$ cat src/rtl/lif_neuron_if.sv
// -----------------------------------------------------------------------------
// lif_neuron_if
//   Bundles the per-neuron stimulus, configuration and result signals of a
//   leaky integrate-and-fire neuron so that a driver and the neuron core can be
//   connected with a single port.
//
// Parameters
//   SYNAPSES        number of binary synapse inputs
//   THRESHOLD_BITS  unsigned threshold width; membrane width is THRESHOLD_BITS+4
//
// Signals (direction seen from the neuron, i.e. the slave modport)
//   enable            in   1 = membrane integrates this cycle, 0 = membrane holds
//   inputs            in   spike inputs, 1 = active synapse
//   weights           in   per-synapse weight, 1 = +1, 0 = -1
//   batchnorm_factor  in   unsigned scale, 2 = unity gain
//   batchnorm_addend  in   two's-complement addend (-8..+7)
//   shift             in   leak shift amount, 0 = no leak
//   threshold         in   unsigned firing threshold
//   is_spike          out  fire flag (membrane >= threshold)
//   spike_posedge     out  one-cycle pulse on a rising is_spike
//   spike_negedge     out  one-cycle pulse on a falling is_spike
//   membrane          out  signed membrane potential
//
// Modports
//   master  drives stimulus/configuration, observes results
//   slave   the neuron core
// -----------------------------------------------------------------------------
interface lif_neuron_if #(
  parameter int SYNAPSES       = 16,
  parameter int THRESHOLD_BITS = 5
);
  localparam int M = THRESHOLD_BITS + 4;

  logic                        enable;
  logic [SYNAPSES-1:0]         inputs;
  logic [SYNAPSES-1:0]         weights;
  logic [3:0]                  batchnorm_factor;
  logic [3:0]                  batchnorm_addend;
  logic [2:0]                  shift;
  logic [THRESHOLD_BITS-1:0]   threshold;
  logic                        is_spike;
  logic                        spike_posedge;
  logic                        spike_negedge;
  logic signed [M-1:0]         membrane;

  modport master (
    output enable,
    output inputs,
    output weights,
    output batchnorm_factor,
    output batchnorm_addend,
    output shift,
    output threshold,
    input  is_spike,
    input  spike_posedge,
    input  spike_negedge,
    input  membrane
  );

  modport slave (
    input  enable,
    input  inputs,
    input  weights,
    input  batchnorm_factor,
    input  batchnorm_addend,
    input  shift,
    input  threshold,
    output is_spike,
    output spike_posedge,
    output spike_negedge,
    output membrane
  );
endinterface

$ cat src/rtl/lif_neuron.sv
// -----------------------------------------------------------------------------
// lif_neuron
//   Leaky integrate-and-fire neuron with binary (+1/-1) synapse weights, a
//   batch-norm style scale/offset on the weighted input sum, shift-based leak
//   and reset-by-subtraction on firing.
//
//   Each enabled clock:
//     sum    = sum over active synapses of (+1 if weight=1 else -1)
//     bn     = ((sum * batchnorm_factor) >>> 1) + addend
//     u_next = u - (shift ? u >>> shift : 0) - (is_spike ? threshold : 0) + bn
//   u_next is formed at a width that cannot overflow and is then fitted back
//   to the membrane width M = THRESHOLD_BITS+4.
//
// Configuration macro
//   LIF_SATURATE_EN  defined:   u_next clamps to [-2^(M-1), 2^(M-1)-1]
//                    undefined: u_next wraps (two's-complement truncation)
//
// Parameters
//   SYNAPSES               number of binary synapse inputs (default 16)
//   THRESHOLD_BITS         unsigned threshold width (default 5)
//   BATCHNORM_ADDEND_BITS  internal width of the sign-extended addend (>= 4)
//
// Ports
//   clk    in  sole clock, rising edge
//   reset  in  synchronous active-high reset (membrane and edge history to 0)
//   nrn    lif_neuron_if.slave: stimulus/configuration in, spike flags and
//          membrane potential out
// -----------------------------------------------------------------------------
module lif_neuron #(
  parameter int SYNAPSES              = 16,
  parameter int THRESHOLD_BITS        = 5,
  parameter int BATCHNORM_ADDEND_BITS = 4
) (
  input  logic        clk,
  input  logic        reset,
  lif_neuron_if.slave nrn
);

  localparam int M      = THRESHOLD_BITS + 4;
  localparam int SUM_W  = $clog2(SYNAPSES) + 2;
  // Product of a SUM_W signed sum and a 4-bit unsigned factor.
  localparam int PROD_W = SUM_W + 5;
  localparam int ADD_W  = BATCHNORM_ADDEND_BITS;
  localparam int BN_W   = ((PROD_W > ADD_W) ? PROD_W : ADD_W) + 1;
  // Two guard bits cover u - leak - threshold + bn without overflow.
  localparam int FULL_W = ((M > BN_W) ? M : BN_W) + 2;

`ifdef LIF_SATURATE_EN
  localparam logic signed [FULL_W-1:0] U_MAX = FULL_W'((2 ** (M - 1)) - 1);
  localparam logic signed [FULL_W-1:0] U_MIN = FULL_W'(-(2 ** (M - 1)));
`endif

  // Net synaptic drive: +1 per excitatory active synapse, -1 per inhibitory.
  function automatic logic signed [SUM_W-1:0] weighted_sum(
    input logic [SYNAPSES-1:0] spikes,
    input logic [SYNAPSES-1:0] w
  );
    logic signed [SUM_W-1:0] acc;
    acc = '0;
    for (int i = 0; i < SYNAPSES; i++) begin
      if (spikes[i]) begin
        acc = w[i] ? (acc + SUM_W'(1)) : (acc - SUM_W'(1));
      end
    end
    return acc;
  endfunction

  // Scale by factor/2 (floor via arithmetic shift) and add the signed offset.
  // The 4-bit addend is sign-extended from its bit 3 to ADD_W bits.
  function automatic logic signed [BN_W-1:0] scale_input(
    input logic signed [SUM_W-1:0] sum,
    input logic        [3:0]       factor,
    input logic        [3:0]       addend
  );
    logic signed [PROD_W-1:0] sum_x;
    logic signed [PROD_W-1:0] fac_x;
    logic signed [PROD_W-1:0] prod;
    logic signed [3:0]        add4;
    logic signed [ADD_W-1:0]  add_x;
    sum_x = PROD_W'(sum);
    fac_x = $signed({{(PROD_W-4){1'b0}}, factor});
    prod  = sum_x * fac_x;
    add4  = addend;
    add_x = ADD_W'(add4);
    return BN_W'(prod >>> 1) + BN_W'(add_x);
  endfunction

  // Bring the full-width update back to the membrane width.
  function automatic logic signed [M-1:0] fit_membrane(
    input logic signed [FULL_W-1:0] v
  );
`ifdef LIF_SATURATE_EN
    if (v > U_MAX) begin
      return M'(U_MAX);
    end
    if (v < U_MIN) begin
      return M'(U_MIN);
    end
    return M'(v);
`else
    return M'(v);
`endif
  endfunction

  logic signed [M-1:0]      membrane_p0;
  logic                     prev_p0;

  logic signed [M-1:0]      thr_ext;
  logic                     is_spike;
  logic signed [SUM_W-1:0]  syn_sum;
  logic signed [BN_W-1:0]   bn;
  logic signed [M-1:0]      leak;
  logic signed [M-1:0]      thr_sub;
  logic signed [FULL_W-1:0] u_full;
  logic signed [M-1:0]      u_next;

  // Threshold is unsigned; the zero-extended copy is always non-negative, so
  // a signed compare against the membrane is exact.
  assign thr_ext  = $signed({4'b0000, nrn.threshold});
  assign is_spike = (membrane_p0 >= thr_ext);

  // ---- combinational update from membrane_p0 and the current inputs ----
  always_comb begin
    syn_sum = weighted_sum(nrn.inputs, nrn.weights);
    bn      = scale_input(syn_sum, nrn.batchnorm_factor, nrn.batchnorm_addend);

    // Shift 0 means "no leak", not "leak everything" (u >>> 0 would be u).
    leak = '0;
    if (nrn.shift != 3'd0) begin
      leak = membrane_p0 >>> nrn.shift;
    end

    thr_sub = '0;
    if (is_spike) begin
      thr_sub = thr_ext;
    end

    u_full = FULL_W'(membrane_p0) - FULL_W'(leak) - FULL_W'(thr_sub) + FULL_W'(bn);
    u_next = fit_membrane(u_full);
  end

  // ---- stage p0: membrane state and is_spike history ----
  always_ff @(posedge clk) begin
    if (reset) begin
      membrane_p0 <= '0;
      prev_p0     <= 1'b0;
    end else begin
      // Edge history follows is_spike every cycle, independent of enable.
      prev_p0 <= is_spike;
      if (nrn.enable) begin
        membrane_p0 <= u_next;
      end
    end
  end

  assign nrn.is_spike      = is_spike;
  assign nrn.spike_posedge = is_spike & ~prev_p0;
  assign nrn.spike_negedge = ~is_spike & prev_p0;
  assign nrn.membrane      = membrane_p0;

endmodule

$ cat src/flat_wrapper.sv
// flat-port wrapper written by rule: the top's interface ports become plain ports
module lif_neuron_flat 
#(
  parameter int SYNAPSES              = 16,
  parameter int THRESHOLD_BITS        = 5,
  parameter int BATCHNORM_ADDEND_BITS = 4
)
  (clk, reset, nrn_enable, nrn_inputs, nrn_weights, nrn_batchnorm_factor, nrn_batchnorm_addend, nrn_shift, nrn_threshold, nrn_is_spike, nrn_spike_posedge, nrn_spike_negedge, nrn_membrane);
  lif_neuron_if #(.SYNAPSES(SYNAPSES), .THRESHOLD_BITS(THRESHOLD_BITS)) nrn_i ();
  input  logic clk;
  input  logic reset;
  input wire logic [$bits(nrn_i.enable)-1:0] nrn_enable;
  input wire logic [$bits(nrn_i.inputs)-1:0] nrn_inputs;
  input wire logic [$bits(nrn_i.weights)-1:0] nrn_weights;
  input wire logic [$bits(nrn_i.batchnorm_factor)-1:0] nrn_batchnorm_factor;
  input wire logic [$bits(nrn_i.batchnorm_addend)-1:0] nrn_batchnorm_addend;
  input wire logic [$bits(nrn_i.shift)-1:0] nrn_shift;
  input wire logic [$bits(nrn_i.threshold)-1:0] nrn_threshold;
  output wire logic [$bits(nrn_i.is_spike)-1:0] nrn_is_spike;
  output wire logic [$bits(nrn_i.spike_posedge)-1:0] nrn_spike_posedge;
  output wire logic [$bits(nrn_i.spike_negedge)-1:0] nrn_spike_negedge;
  output wire logic [$bits(nrn_i.membrane)-1:0] nrn_membrane;
  assign nrn_i.enable = nrn_enable;
  assign nrn_i.inputs = nrn_inputs;
  assign nrn_i.weights = nrn_weights;
  assign nrn_i.batchnorm_factor = nrn_batchnorm_factor;
  assign nrn_i.batchnorm_addend = nrn_batchnorm_addend;
  assign nrn_i.shift = nrn_shift;
  assign nrn_i.threshold = nrn_threshold;
  assign nrn_is_spike = nrn_i.is_spike;
  assign nrn_spike_posedge = nrn_i.spike_posedge;
  assign nrn_spike_negedge = nrn_i.spike_negedge;
  assign nrn_membrane = nrn_i.membrane;
  lif_neuron #(.SYNAPSES(SYNAPSES), .THRESHOLD_BITS(THRESHOLD_BITS), .BATCHNORM_ADDEND_BITS(BATCHNORM_ADDEND_BITS)) u_core (.clk(clk), .reset(reset), .nrn(nrn_i));
endmodule
$ cat config.mk
export PLATFORM = sky130hd
export DESIGN_NAME = lif_neuron_flat
export DESIGN_NICKNAME = d
export VERILOG_FILES = /design/src/rtl/lif_neuron_if.sv /design/src/rtl/lif_neuron.sv /design/src/flat_wrapper.sv
export SDC_FILE = /design/constraint.sdc
export NUM_CORES = 1
export LEC_CHECK = 0
export CAP_MARGIN = 5
export CORE_MARGIN = 2
export CORE_UTILIZATION = 60
export DETAILED_ROUTE_END_ITERATION = 6
export GPL_ROUTABILITY_DRIVEN = 0
export PLACE_DENSITY_LB_ADDON = 0.15
export SKIP_LAST_GASP = 1
export SLEW_MARGIN = 5
export SYNTH_ARGS = -nofsm -noshare
export SYNTH_HDL_FRONTEND = slang
export SYNTH_SLANG_ARGS = --single-unit
$ cat constraint.sdc
create_clock -name clk -period 55 [get_ports clk]
set_input_delay 11 -clock clk [delete_from_list [all_inputs] [get_ports clk]]
set_output_delay 11 -clock clk [all_outputs]
set_load 0.01 [all_outputs]
# After elaboration in Yosys (flattened, before gate mapping)
# Cells that the tools add are included.
# totals
reg_bits	10
latchBits	0
ramBits	0
romBits	0
inputBits	51
n_memories	0
# op_classes
n_addsub	34
multipliers	1
n_div	0
order_cmp	1
eq_ne	0
shifts	1
muxes	34
bitwise_logic	4
n_reduce_logical	1
# ops
op	n
$mux W6	32
$add A6 B2 Y6 const B	15
$sub A6 B2 Y6 const B	15
$mul A6 B5 Y10	1
$add A9 B4 Y9	1
$add A9 B9 Y9	1
$ge A9 B6 Y1	1
$mux W9	1
$sshr A9 B3 Y9	1
$sub A9 B6 Y9	1
$sub A9 B9 Y9	1
$mux W5	1
$reduce_bool A3 Y1	1
$and A1 B1 Y1	2
$not A1 Y1	2

# Depth between registers and ports, before layout
# depth
depth_word	50
depth_mapped	95
depth_no_buf	95

# Worst setup path before layout
# No wires, ideal clock.
# synth_timing
kind	input to register
from	input port nrn_inputs[0]
to	register u_core.membrane_p0[8] (netlist: u_core.nrn.membrane[8])
setup_ns	0.121
t_arrival_ns	27.604
t_required_ns	54.879
path_slack_ns	27.275
stages	85
path_buffers	0
path_cell_list	inv_1 -> nor2_1 -> fa_1 -> and2_1 -> or2_2 -> inv_1 -> fa_1 -> nand2_1 -> o21ai_0 -> fa_1 -> nand2b_1 -> nand2_1 -> inv_1 -> fa_1 -> nand2_1 -> o21ai_0 -> fa_1 -> nor2b_1 -> [49 not listed] -> inv_1 -> o21bai_1 -> a21o_1 -> a21oi_1 -> xor2_1 -> ha_1 -> inv_1 -> fa_1 -> fa_1 -> xnor2_1 -> xnor2_1 -> xnor2_1 -> xnor2_1 -> xnor2_1 -> xnor2_1 -> nand2_1 -> nor3_1 -> nor3b_1
# synth_via
elab_chain_cells	49
elab_cells_between_ends	64
cone_classes	add/sub (32); mul (1); mux (31)
# synth_lines
item	line_no	rtl
start: declaration	flat_wrapper.sv:13	input wire logic [$bits(nrn_i.inputs)-1:0] nrn_inputs;
$mux W6 (*)	lif_neuron.sv:61	if (spikes[i]) begin
$sub A6 B2 Y6 / $add A6 B2 Y6 (equally long branches)	lif_neuron.sv:62	acc = w[i] ? (acc + SUM_W'(1)) : (acc - SUM_W'(1));
$mux W6	lif_neuron.sv:62	
$mux W6 (*)	lif_neuron.sv:61	
$sub A6 B2 Y6 / $add A6 B2 Y6 (equally long branches)	lif_neuron.sv:62	
$mux W6	lif_neuron.sv:62	
$mux W6 (*)	lif_neuron.sv:61	
$sub A6 B2 Y6 / $add A6 B2 Y6 (equally long branches)	lif_neuron.sv:62	
[33 not listed]	-	
$mux W6	lif_neuron.sv:62	
$mux W6 (*)	lif_neuron.sv:61	
$sub A6 B2 Y6 / $add A6 B2 Y6 (equally long branches)	lif_neuron.sv:62	
$mux W6	lif_neuron.sv:62	
$mux W6 (*)	lif_neuron.sv:61	
$mul A6 B5 Y10 (*)	lif_neuron.sv:82	prod = sum_x * fac_x;
$add A9 B4 Y9 (*)	lif_neuron.sv:85	return BN_W'(prod >>> 1) + BN_W'(add_x);
$add A9 B9 Y9 (*)	lif_neuron.sv:138	u_full = FULL_W'(membrane_p0) - FULL_W'(leak) - FULL_W'(thr_sub) + FULL_W'(bn);
end signal: assignment	lif_neuron.sv:151	membrane_p0 <= u_next;
end: declaration	lif_neuron.sv:105	logic signed [M-1:0] membrane_p0;
# Every way passes the cells marked *; elsewhere a longest branch is shown, timed or not.
# A chain may end at the register's enable or synchronous reset.

# Worst setup path after layout
# Same ends and word-level chain as after synthesis.

==> results.json <==
{
  "synthDominantCellAreaShare": 0.169,
  "finalWorstSetupSlack_ns": 25.01,
  "cts_hold_buf": 0,
  "synth.area.top_cells": "ha_1 17%, fa_1 15%, inv_1 7.8%, xnor2_1 5.9%, nand2_1 3.7%",
  "io_buffers": 62,
  "routed_wl_mm": 15.0,
  "crit_top_cell": "ha_1",
  "cts-root-buf": "clkbuf_8",
  "required_ns": 55.13,
  "finalCriticalPeriod_ns": 29.99,
  "grt_pass1_wl_mm": 25.5,
  "dp_hpwl_mm": 12.7,
  "ys.flop_type": "dfxtp_1",
  "syn_avg_cell_area_um2": 7.89,
  "max_freq_ghz": 0.0333,
  "crit_fanout": 6,
  "rsz0062_at_grt": "false",
  "start_util": 0.613,
  "drc": 0,
  "max_stage_delay_ns": 0.65,
  "drive_gt1_frac": 0.0428,
  "grt_pass1_vias": 5765,
  "drt_iter0_drc": 351,
  "cts_tree": "done",
  "track_usage": 0.257,
  "clk_path_buf_depth": 2,
  "grt_overflow": 0,
  "dieHeight_um": 109,
  "cp-end-kind": "flip-flop",
  "post_cts_buffers": 0,
  "finalCritPeriodShare": 0.545,
  "setup-tns-final_ns": 0,
  "n_antenna_cell": 0,
  "synth_edf_count": 0,
  "max_cap_viol_count": 0,
  "clock-sinks": 10,
  "antenna_found_initial": 0,
  "slew_headroom": 0.516,
  "insertion_delay_ns": 0.24,
  "synth_seq_area_share": 0.0301,
  "antenna_left": 0,
  "skew_ns": 0.00658,
  "worstMarginPinSlew_ns": 0.726,
  "drv_slew": 0,
  "drt_pass1_iterations": 5,
  "syn2layout_area_growth_pct": 10.7,
  "path_clk_slew_ns": 0.06,
  "syn_nets": 1033,
  "viasPerCell": 5.70,
  "netlist_area_mm2": 0.00665,
  "die_x_um": 109,
  "run_status": "completed",
  "yosys.area.top_type": "ha_1",
  "wl_per_cell_um": 14.6,
  "cts_resized": 0,
  "synthCells": 843,
  "yosysWarnings": 0,
  "final_nets": 1079,
  "grt_max_degree": 18,
  "synth_cell_types": 68,
  "timing_worst_setup_path_type": "input pin to flip-flop",
  "setup_violations": 0,
  "ys_ff_latch": 10,
  "core_mm2": 0.0108,
  "rows": 38,
  "place_ws_ns": 24.94,
  "dr_total_vias": 5862,
  "cts_htree_levels": 1,
  "hold_viol": 0,
  "min_path_type": "flip-flop to flip-flop",
  "dieArea_mm2": 0.0119,
  "async_flop_share": 0,
  "cts_buffers": 3,
  "critical-path-slowest-cell": "clkdlybuf4s50_1",
  "startpoint_type": "input pin",
  "arrival_ns": 30.12,
  "num_io_pins": 63
}
-- layout make-up --
cell class,instances,area [um2]
Inverter,139,522
Clock buffer,4,55.1
Tap cell,140,175
Fill cell,915,3480
Multi-Input combinational cell,673,5790
Timing Repair Buffer,62,621
Sequential cell,10,200
-- sequential cells by signal, summed over array words and instances (netlist names) --
signal / count
u_core.prev_p0: 1
u_core.nrn.membrane: 9
-- routing by layer --
metal | share of wire | vias up | global-route usage
met5 | 0 | - | 0
met4 | 0.013 | 0 | 0.0461
met3 | 0.037 | 22 | 0.0132
met2 | 0.50 | 115 | 0.468
met1 | 0.45 | 2772 | 0.338
li1 | - | 2953 | -
-- logic make-up (layout without fill, tap and decap cells) --
kind of cell,Yosys count,after routing,synth area share
compound gates,198,198,0.201
xor+xnor,83,83,0.143
fa+ha+maj,139,139,0.317
buf+inv,160,205,0.0993
flops,10,10,0.0301
mux,23,23,0.0361
simple gates,230,230,0.174
-- cells in the mapped netlist (4+ instances only) --
cell type and instances:
inv_1 139, ha_1 90, nand2_1 66, a21oi_1 49
fa_1 49, nor2_1 46, xnor2_1 45, o21ai_0 38
nor2b_1 26, a21o_1 24, xor2_1 21, nand3_1 19
and2_1 17, o21bai_1 16, mux2i_1 15, clkbuf_1 14
nor3_1 12, dfxtp_1 10, a211oi_1 9, a311oi_1 8
and3_1 8, mux2_2 8, o21a_1 8, a31oi_1 7
nand2b_1 7, or2_2 7, nor3b_1 6, xnor3_1 6
nor4b_1 5, o211ai_1 5, o311ai_0 5, a221oi_1 4
o2111ai_1 4, o31ai_1 4
-- critical path: cells and delay by family --
family	cells	cell delay [ns]
XOR/XNOR	9	1.57
buffers and inverters	11	1.37
AND/OR/NAND/NOR	22	2.76
multiplexers	1	0.11
adder cells (fa/ha/maj)	24	8.77
AO/OA/AOI/OAI	24	4.49
-- cells in the final DEF (no fill, tap or decap), drive strengths merged, types with 22 or more instances in the layout --
cell,count
nand2,66
nor2b,26
xnor2,48
fa,49
o21ai,38
ha,90
xor2,22
nor2,46
a21o,25
a21oi,49
clkdlybuf4s50,62
inv,139
-- stage by stage --
step	hold slack, ns	std cells	instance area, um2	utilization
2_1_floorplan	0.559	843	6650	-
3_3_place_gp	0.547	1024	7310	0.674
6_report	0.564	1028	7360	0.679
3_5_place_dp	0.556	1024	7310	0.674
5_1_grt	0.629	1028	7360	0.679
4_1_cts	0.568	1028	7360	0.679
-- final timing paths --
check | start | to | slack, ns | depth (start not counted)
setup / recovery | nrn_inputs[0] | u_core.nrn.membrane[8] | 25.01 | 91
hold reg to reg | u_core.nrn.membrane[0] | u_core.nrn.membrane[0] | 0.56 | 2
setup reg to reg | u_core.nrn.membrane[0] | u_core.nrn.membrane[8] | 49.62 | 24
hold / removal | u_core.nrn.membrane[0] | u_core.nrn.membrane[0] | 0.56 | 2
Power is left out: the tool's default activity adds up to more than one toggle a clock period on the data nets, which glitch-free logic cannot reach.
